## config.mk

```make
export PLATFORM = sky130hd
export DESIGN_NAME = ssd1306_spi_sequencer
export DESIGN_NICKNAME = d
export VERILOG_FILES = /design/src/rtl/ssd1306_spi_sequencer.sv
export SDC_FILE = /design/constraint.sdc
export NUM_CORES = 1
export LEC_CHECK = 0
export BUFFER_PORTS_ARGS = -buffer_cell sky130_fd_sc_hd__buf_2
export CAP_MARGIN = 20
export CORE_UTILIZATION = 40
export DETAILED_ROUTE_END_ITERATION = 8
export MAX_ROUTING_LAYER = met4
export SYNTH_ARGS = -nofsm -noshare
export SYNTH_HDL_FRONTEND = slang
export SYNTH_SLANG_ARGS = --single-unit
export TNS_END_PERCENT = 10
```

## constraint.sdc

```tcl
create_clock -name i_Clk -period 4.15 [get_ports i_Clk]
set_clock_uncertainty 0.15 [all_clocks]
set_input_delay 0.2075 -clock i_Clk [delete_from_list [all_inputs] [get_ports i_Clk]]
set_output_delay 0.2075 -clock i_Clk [all_outputs]
set_load 0.05 [all_outputs]
```

## src/rtl/ssd1306_spi_sequencer.sv

```systemverilog
// SSD1306-class 4-wire SPI sequencer: panel reset pulse, ROM-driven init stream, then
// host bytes over valid/ready, each byte framed with its own D/C level.
module ssd1306_spi_sequencer #(
    parameter int CLKS_PER_HALF_BIT = 4,
    parameter int SPI_MODE          = 0,
    parameter int RES_LOW_CYCLES    = 1000,
    parameter int RES_WAIT_CYCLES   = 1000,
    parameter int INIT_LEN          = 32,
    parameter int ROM_ADDR_W        = 8
) (
    input  logic                  i_Clk,
    input  logic                  i_Rst_L,
    output logic [ROM_ADDR_W-1:0] o_Rom_Addr,
    input  logic [7:0]            i_Rom_Data,
    input  logic [7:0]            i_TX_Byte,
    input  logic                  i_TX_DC,
    input  logic                  i_TX_DV,
    output logic                  o_TX_Ready,
    output logic                  o_Init_Done,
    output logic                  o_SPI_Clk,
    output logic                  o_SPI_MOSI,
    output logic                  o_SPI_CS_n,
    output logic                  o_RES,
    output logic                  o_DC,
    output logic [7:0]            o_Last_Byte
);

    localparam logic CPOL    = ((SPI_MODE / 2) % 2) == 1;
    localparam logic CPHA    = (SPI_MODE % 2) == 1;
    localparam int   RES_MAX = (RES_LOW_CYCLES > RES_WAIT_CYCLES) ? RES_LOW_CYCLES : RES_WAIT_CYCLES;
    localparam int   RC_W    = $clog2(RES_MAX + 1);
    localparam int   HC_W    = $clog2(CLKS_PER_HALF_BIT + 1);
    localparam logic [ROM_ADDR_W-1:0] LAST_ADDR = ROM_ADDR_W'(INIT_LEN == 0 ? 0 : INIT_LEN - 1);

    localparam logic [2:0] S_RES_LOW  = 3'd0;
    localparam logic [2:0] S_RES_WAIT = 3'd1;
    localparam logic [2:0] S_INIT_GAP = 3'd2;
    localparam logic [2:0] S_IDLE     = 3'd3;
    localparam logic [2:0] S_XFER     = 3'd4;

    localparam logic [1:0] P_SETUP = 2'd0;
    localparam logic [1:0] P_SHIFT = 2'd1;
    localparam logic [1:0] P_HOLD  = 2'd2;

    logic [2:0]            state_q, state_d;
    logic [1:0]            phase_q, phase_d;
    logic [RC_W-1:0]       res_cnt_q, res_cnt_d;
    logic [HC_W-1:0]       hcnt_q, hcnt_d;
    logic [3:0]            bcnt_q, bcnt_d;
    logic [7:0]            byte_q, byte_d;
    logic                  dc_q, dc_d;
    logic [ROM_ADDR_W-1:0] addr_q, addr_d;
    logic                  done_q, done_d;
    logic [7:0]            last_q, last_d;

    logic                  half_end;
    logic                  in_frame;
    logic [2:0]            bit_idx;
    logic                  mosi;

    assign half_end = (hcnt_q == HC_W'(CLKS_PER_HALF_BIT - 1));
    assign in_frame = (state_q == S_XFER);

    always_comb begin
        state_d   = state_q;
        phase_d   = phase_q;
        res_cnt_d = res_cnt_q;
        hcnt_d    = hcnt_q;
        bcnt_d    = bcnt_q;
        byte_d    = byte_q;
        dc_d      = dc_q;
        addr_d    = addr_q;
        done_d    = done_q;
        last_d    = last_q;
        case (state_q)
            S_RES_LOW: begin
                res_cnt_d = res_cnt_q + 1'b1;
                if (res_cnt_q == RC_W'(RES_LOW_CYCLES - 1)) begin
                    res_cnt_d = '0;
                    state_d   = S_RES_WAIT;
                end
            end
            S_RES_WAIT: begin
                res_cnt_d = res_cnt_q + 1'b1;
                if (res_cnt_q == RC_W'(RES_WAIT_CYCLES - 1)) begin
                    res_cnt_d = '0;
                    if (INIT_LEN == 0) begin
                        state_d = S_IDLE;
                        done_d  = 1'b1;
                    end else begin
                        state_d = S_XFER;
                        phase_d = P_SETUP;
                        hcnt_d  = '0;
                        byte_d  = i_Rom_Data;
                        dc_d    = 1'b0;
                    end
                end
            end
            S_INIT_GAP: begin
                state_d = S_XFER;
                phase_d = P_SETUP;
                hcnt_d  = '0;
                byte_d  = i_Rom_Data;
                dc_d    = 1'b0;
            end
            S_IDLE: begin
                if (i_TX_DV) begin
                    state_d = S_XFER;
                    phase_d = P_SETUP;
                    hcnt_d  = '0;
                    byte_d  = i_TX_Byte;
                    dc_d    = i_TX_DC;
                end
            end
            S_XFER: begin
                hcnt_d = half_end ? '0 : hcnt_q + 1'b1;
                if (half_end) begin
                    case (phase_q)
                        P_SETUP: begin
                            phase_d = P_SHIFT;
                            bcnt_d  = '0;
                        end
                        P_SHIFT: begin
                            if (bcnt_q == 4'd15) phase_d = P_HOLD;
                            else                 bcnt_d  = bcnt_q + 1'b1;
                        end
                        default: begin
                            // Frame complete: init frames step the ROM, host frames go back to IDLE.
                            last_d = byte_q;
                            if (done_q) begin
                                state_d = S_IDLE;
                            end else if (addr_q == LAST_ADDR) begin
                                state_d = S_IDLE;
                                done_d  = 1'b1;
                            end else begin
                                addr_d  = addr_q + 1'b1;
                                state_d = S_INIT_GAP;
                            end
                        end
                    endcase
                end
            end
            default: state_d = S_RES_LOW;
        endcase
    end

    always_ff @(posedge i_Clk) begin
        if (!i_Rst_L) begin
            state_q   <= S_RES_LOW;
            phase_q   <= P_SETUP;
            res_cnt_q <= '0;
            hcnt_q    <= '0;
            bcnt_q    <= '0;
            byte_q    <= '0;
            dc_q      <= 1'b0;
            addr_q    <= '0;
            done_q    <= 1'b0;
            last_q    <= '0;
        end else begin
            state_q   <= state_d;
            phase_q   <= phase_d;
            res_cnt_q <= res_cnt_d;
            hcnt_q    <= hcnt_d;
            bcnt_q    <= bcnt_d;
            byte_q    <= byte_d;
            dc_q      <= dc_d;
            addr_q    <= addr_d;
            done_q    <= done_d;
            last_q    <= last_d;
        end
    end

    // Bit index per half-period: CPHA=1 moves on leading edges (k/2), CPHA=0 on trailing ((k+1)/2).
    always_comb begin
        bit_idx = '0;
        mosi    = 1'b0;
        if (in_frame) begin
            case (phase_q)
                P_SETUP: mosi = CPHA ? 1'b0 : byte_q[7];
                P_SHIFT: begin
                    if (CPHA)                 bit_idx = bcnt_q[3:1];
                    else if (bcnt_q == 4'd15) bit_idx = 3'd7;
                    else                      bit_idx = bcnt_q[3:1] + {2'b00, bcnt_q[0]};
                    mosi = byte_q[3'd7 - bit_idx];
                end
                default: mosi = byte_q[0];
            endcase
        end
    end

    assign o_SPI_Clk   = (in_frame && phase_q == P_SHIFT) ? (CPOL ^ ~bcnt_q[0]) : CPOL;
    assign o_SPI_MOSI  = mosi;
    assign o_SPI_CS_n  = ~in_frame;
    assign o_DC        = in_frame & dc_q;
    assign o_RES       = (state_q != S_RES_LOW);
    assign o_TX_Ready  = (state_q == S_IDLE);
    assign o_Init_Done = done_q;
    assign o_Rom_Addr  = addr_q;
    assign o_Last_Byte = last_q;

endmodule

```

# Yosys cells after proc, flatten, opt, wreduce, memory -nomap -nowiden
# Cells that the tools add are included.
dict set report op_classes {
  n_reduce_logical 16
  n_mux 37
  bitwise 6
  n_addsub 6
  eq_ne 17
  n_shift 0
  magnitude_cmp 1
  n_mul 0
  div 0
}
# op n
set op_table {}
lappend op_table {{2-to-1 mux 3 bit} 11}
lappend op_table {{case mux 8 bit (3 select lines)} 1}
lappend op_table {{2-to-1 mux 8 bit} 2}
lappend op_table {{case mux 3 bit (5 select lines)} 1}
lappend op_table {{!= test 2 bit (second input constant)} 6}
lappend op_table {{case mux 3 bit (4 select lines)} 1}
lappend op_table {{adder 10 x 1 -> 10 bit (second input constant)} 1}
lappend op_table {{equality test 10 bit (second input constant)} 1}
lappend op_table {{2-to-1 mux 10 bit} 1}
lappend op_table {{AND reduction 5 bit} 2}
lappend op_table {{equality test 3 x 2 -> 1 bit (second input constant)} 3}
lappend op_table {{2-to-1 mux 1 bit} 9}
lappend op_table {{AND reduction 3 bit} 3}
lappend op_table {{adder 8 x 1 -> 8 bit (second input constant)} 1}
lappend op_table {{equality test 8 x 5 -> 1 bit (second input constant)} 1}
lappend op_table {{2-to-1 mux 2 bit} 4}
lappend op_table {{case mux 2 bit (4 select lines)} 1}
lappend op_table {{case mux 4 bit (2 select lines)} 1}
lappend op_table {{AND reduction 6 bit} 1}
lappend op_table {{nonzero test 3 bit} 2}
lappend op_table {{inverter 1 bit} 5}
lappend op_table {{adder 4 x 1 -> 4 bit (second input constant)} 1}
lappend op_table {{equality test 4 bit (second input constant)} 1}
lappend op_table {{< comparator 3 x 4 -> 1 bit (second input constant)} 1}
lappend op_table {{other kinds (21)} 22}
dict set report word_totals {
  latchBits 0
  word_cells 93
  inputBits 20
  romBits 0
  reg_bits 48
  mem_bits_rw 0
  memories 0
  output_inout_bits 23
}

# Depth between registers and ports, before layout
dict set report depth {
  word_depth 9
  ltp_mapped 8
  ltp_nobuf 7
}

# Worst setup path before layout
# Ideal clock, no wire load.
dict set report synth_timing {
  path_type {reg2out}
  from {register bcnt_q[0]}
  to {output port o_SPI_MOSI}
  required_ps 3793
  t_arrival_ps 2722
  path_stages_with_launch 8
  path_slack_ps 1071
  path_buffers 0
  path_cell_list {dfxtp_1 -> ha_1 -> ha_1 -> a21boi_1 -> o21ai_0 -> nor3_1 -> o41a_1 -> a211oi_1}
}
dict set report synth_via {
  elab_chain_cells 9
  word_cells_on_any_way 10
  cone_classes {add/sub: 2; eq/ne: 1; mux: 7}
}
# item line
set synth_rtl {}
lappend synth_rtl {{start, declared} 49} ;# logic [3:0] bcnt_q, bcnt_d;
lappend synth_rtl {{start signal, assigned} 164} ;# bcnt_q <= bcnt_d;
lappend synth_rtl {{adder 3 x 1 -> 3 bit or equality test 4 bit (tied branches)} {183, 182}}
lappend synth_rtl {{2-to-1 mux 3 bit *} 182} ;# else if (bcnt_q == 4'd15) bit_idx = 3'd7;
lappend synth_rtl {{2-to-1 mux 3 bit *} 178} ;# case (phase_q)
lappend synth_rtl {{2-to-1 mux 3 bit *} 177} ;# if (in_frame) begin
lappend synth_rtl {{subtractor 3 bit *} 184} ;# mosi = byte_q[3'd7 - bit_idx];
lappend synth_rtl {{binary-select mux 1 bit (select 3 bit) *} 184}
lappend synth_rtl {{2-to-1 mux 1 bit (not written as such) *} 184}
lappend synth_rtl {{case mux 1 bit (2 select lines) *} 178}
lappend synth_rtl {{2-to-1 mux 1 bit *} 177}
lappend synth_rtl {{end, declared} 21} ;# output logic o_SPI_MOSI,
# Mark *: on every way between the ends. The rest lies on a longest branch, timed or not. The select of a mux whose other input is x is not followed.

# Worst setup path after layout
# Same ends and word-level chain as after synthesis.

==> run summary <==
Largest stage delay, worst path = 0.36 ns
Core Box Area = 0.00603 mm^2
worst endpoint data arrival time = 2.62 ns
Max Cap Viol = 0
CTS Buf Count = 5
multi-input logic area = 0.00146 mm^2
number of diodes = 0
Seq cells post-synth = 48
pwr/cell area = 291 mW/mm^2
fraction of layout instances using a drive strength above 1 = 0.193
crit path kind = reg -> out
Worst R2R Start = res_cnt_q[0]
largest net degree at the start of global routing = 38
Max VDD drop = 0.133 mV
FF-to-FF setup slack = 1.87 ns
DRT Wirelength = 5740 um
Tcrit/Tclk final = 0.717
GPL Wtd Cong = 0.840
syn_area_per_cell = 8.11 um^2
Die ar. = 0.00667 mm^2
total power = 0.843 mW
Commonest cells post-synth = 56 x nand2_1, 48 x dfxtp_1, 30 x nor2_1
die height = 81.7 um
largest cells by area after synthesis = dfxtp_1 38%, nand2_1 8.3%, nor2_1 4.4%
CTS max path bufs = 2
reg-to-reg endpoint = byte_q[3]
DR WL/cell = 13.6 um
syn_nets = 339
CP Capture Type = output port
fraction of registers with async set/reset = 0
CP Max Fanout = 8
Yosys top cell by area = dfxtp_1
minimum clock period after layout = 2.98 ns
via-per-instance ratio = 5.41
Worst Hold Launch = i_TX_Byte[5]
Slew @ Worst Pin = 0.776 ns
CP startpoint kind = flip-flop
clock sink total = 48
vias in the first global route = 1,832
# rows = 28
critical path's slowest cell = dfxtp_1
Final TNS setup = 0 ns
io pins = 43
Placed Instance Area = 0.00275 mm^2
main flop type after synthesis = dfxtp_1
r2r worst-path depth = 6
initial antenna violation count = 0
Max-slew headroom = 0.481
Clock Latency Late Sink = 0.31 ns
post-synthesis cell area = 0.00254 mm^2
EDFF count, synth = 0
share of the synthesized area in the top cell type = 0.378
final setup fails = 0
unrepaired setup endpoints after global routing = false
Highest Clock Rate = 0.336 GHz
Area growth, synth to finish = 14.1%
worst min path class = in -> reg
First-pass DRT Iterations = 4
clock root cell = clkbuf_8
most numerous cell in the Yosys netlist = nand2_1
Fillers = 621
sequential-to-total area share from yosys stat = 0.378
critical path's most frequent cell = ha_1
Initial Util = 0.422
DRT antenna net count = 0
Final Hold Violating Endpoints = 0
CTS H-Tree Depth = 2
Crit path required time = 3.79 ns
dpl hpwl = 4000 um
fin nets = 373
Hold Path Sink = byte_q[5]
Congestion Overflow GR = 0
Synth Instances = 313
fin. max-slew vios = 0
Reg area = 961 um^2
Die Width = 81.7 um
Yosys Warn Count = 0
Critical Path, Cell by Cell = ha_1, ha_1, a21boi_1, o21ai_0, nor3_1, o41a_1, a211oi_1, buf_2
synth unique cells = 59
status = complete, no violations
Iteration-0 DRC Markers = 109
CTS tree = done
hold-critical path depth = 3
via count = 2,287
global-route wire length before repair = 9120 um
clock-pin slew on the worst setup and hold paths = 0.10 ns
port bufs = 42
Tot GR Track Use = 0.183
fin area = 0.00290 mm^2
Leak = 1.18 nW
DRC = 0
-- cells in the final DEF (no fill, tap or decap), drive strengths merged, types with 3 or more instances in the layout --
cell type / n
o22ai: 3
a311oi: 10
clkinv: 3
nand2b: 5
ha: 6
nor3: 5
inv: 5
nand3b: 5
nor2: 30
dlygate4sd3: 3
nor4: 3
nor2b: 3
and3: 8
and2: 4
buf: 42
o21ai: 13
nand4: 6
or3: 3
a211oi: 5
a21oi: 23
nand2: 56
o21a: 3
xor2: 6
dfxtp: 48
nand3: 15
clkbuf: 5
-- flip-flops by register name (all words and copies together) (netlist names) --
signal       count
bcnt_q           4
byte_q           8
dc_q             1
hcnt_q           3
o_Init_Done      1
o_Last_Byte      8
o_Rom_Addr       8
phase_q          2
res_cnt_q       10
state_q          3
-- area by class of cell --
cell class / instances / area share
well taps: 75 / 0.0324
repair buffers: 45 / 0.0829
clock buffers: 5 / 0.0237
clock inverters: 3 / 0.0164
inverters: 6 / 0.00777
flip-flops and latches: 48 / 0.332
multi-input cells: 241 / 0.505
-- worst max path at each step --
stage,cells after the start,start,slack [ns],end
finish,8,bcnt_q[0],1.17,o_SPI_MOSI
CTS,8,bcnt_q[0],1.18,o_SPI_MOSI
floorplan,7,bcnt_q[0],1.07,o_SPI_MOSI
global route,8,bcnt_q[0],1.01,o_SPI_MOSI
detailed placement,8,bcnt_q[0],1.54,o_SPI_MOSI
global placement,8,bcnt_q[0],1.57,o_SPI_MOSI
-- metal layers --
layer,up-vias,share of wire,track usage
met5,-,0,-
met1,1052,0.52,0.265
li1,1190,-,-
met3,8,0.036,0.0400
met2,37,0.43,0.257
met4,0,0.0098,0.0421
-- critical path: cells and delay by family, from the launching register on --
family          cells  cell delay, ns
compound gates      4            1.08
flops               1            0.36
simple gates        1            0.07
fa+ha+maj           2            0.48
buf+inv             1            0.32
-- through the flow --
step                      instances  hold WS [ns]  setup WS (ns)  utilization
after floorplan                 313         0.201           1.07            -
after global placement          412         0.292           1.57        0.457
after detailed placement        412         0.296           1.54        0.457
after CTS                       423      0.000548           1.18        0.481
after global routing            423       0.00259           1.01        0.481
final                           423       0.00494           1.17        0.481
-- logic make-up after synthesis --
kind of cell             Yosys count  synth area share
AO/OA/AOI/OAI                     77             0.215
XOR/XNOR                           8            0.0276
adder cells (fa/ha/maj)            6            0.0296
buffers and inverters             24            0.0453
flip-flops                        48             0.378
multiplexers                       1           0.00394
AND/OR/NAND/NOR                  149             0.300
-- timing repair --
item,4_1_cts,5_1_grt
hold buffers,3,0
buffers inserted,0,0
hold endpoints to repair,3,0
resized for setup,0,0
-- report_power, final --
part / internal [mW] / total (mW) / switching (mW)
logic: 0.0133 / 0.0293 / 0.0160
registers: 0.463 / 0.465 / 0.00226
clock network: 0.182 / 0.349 / 0.167
Power figures use the tool's default switching activity.
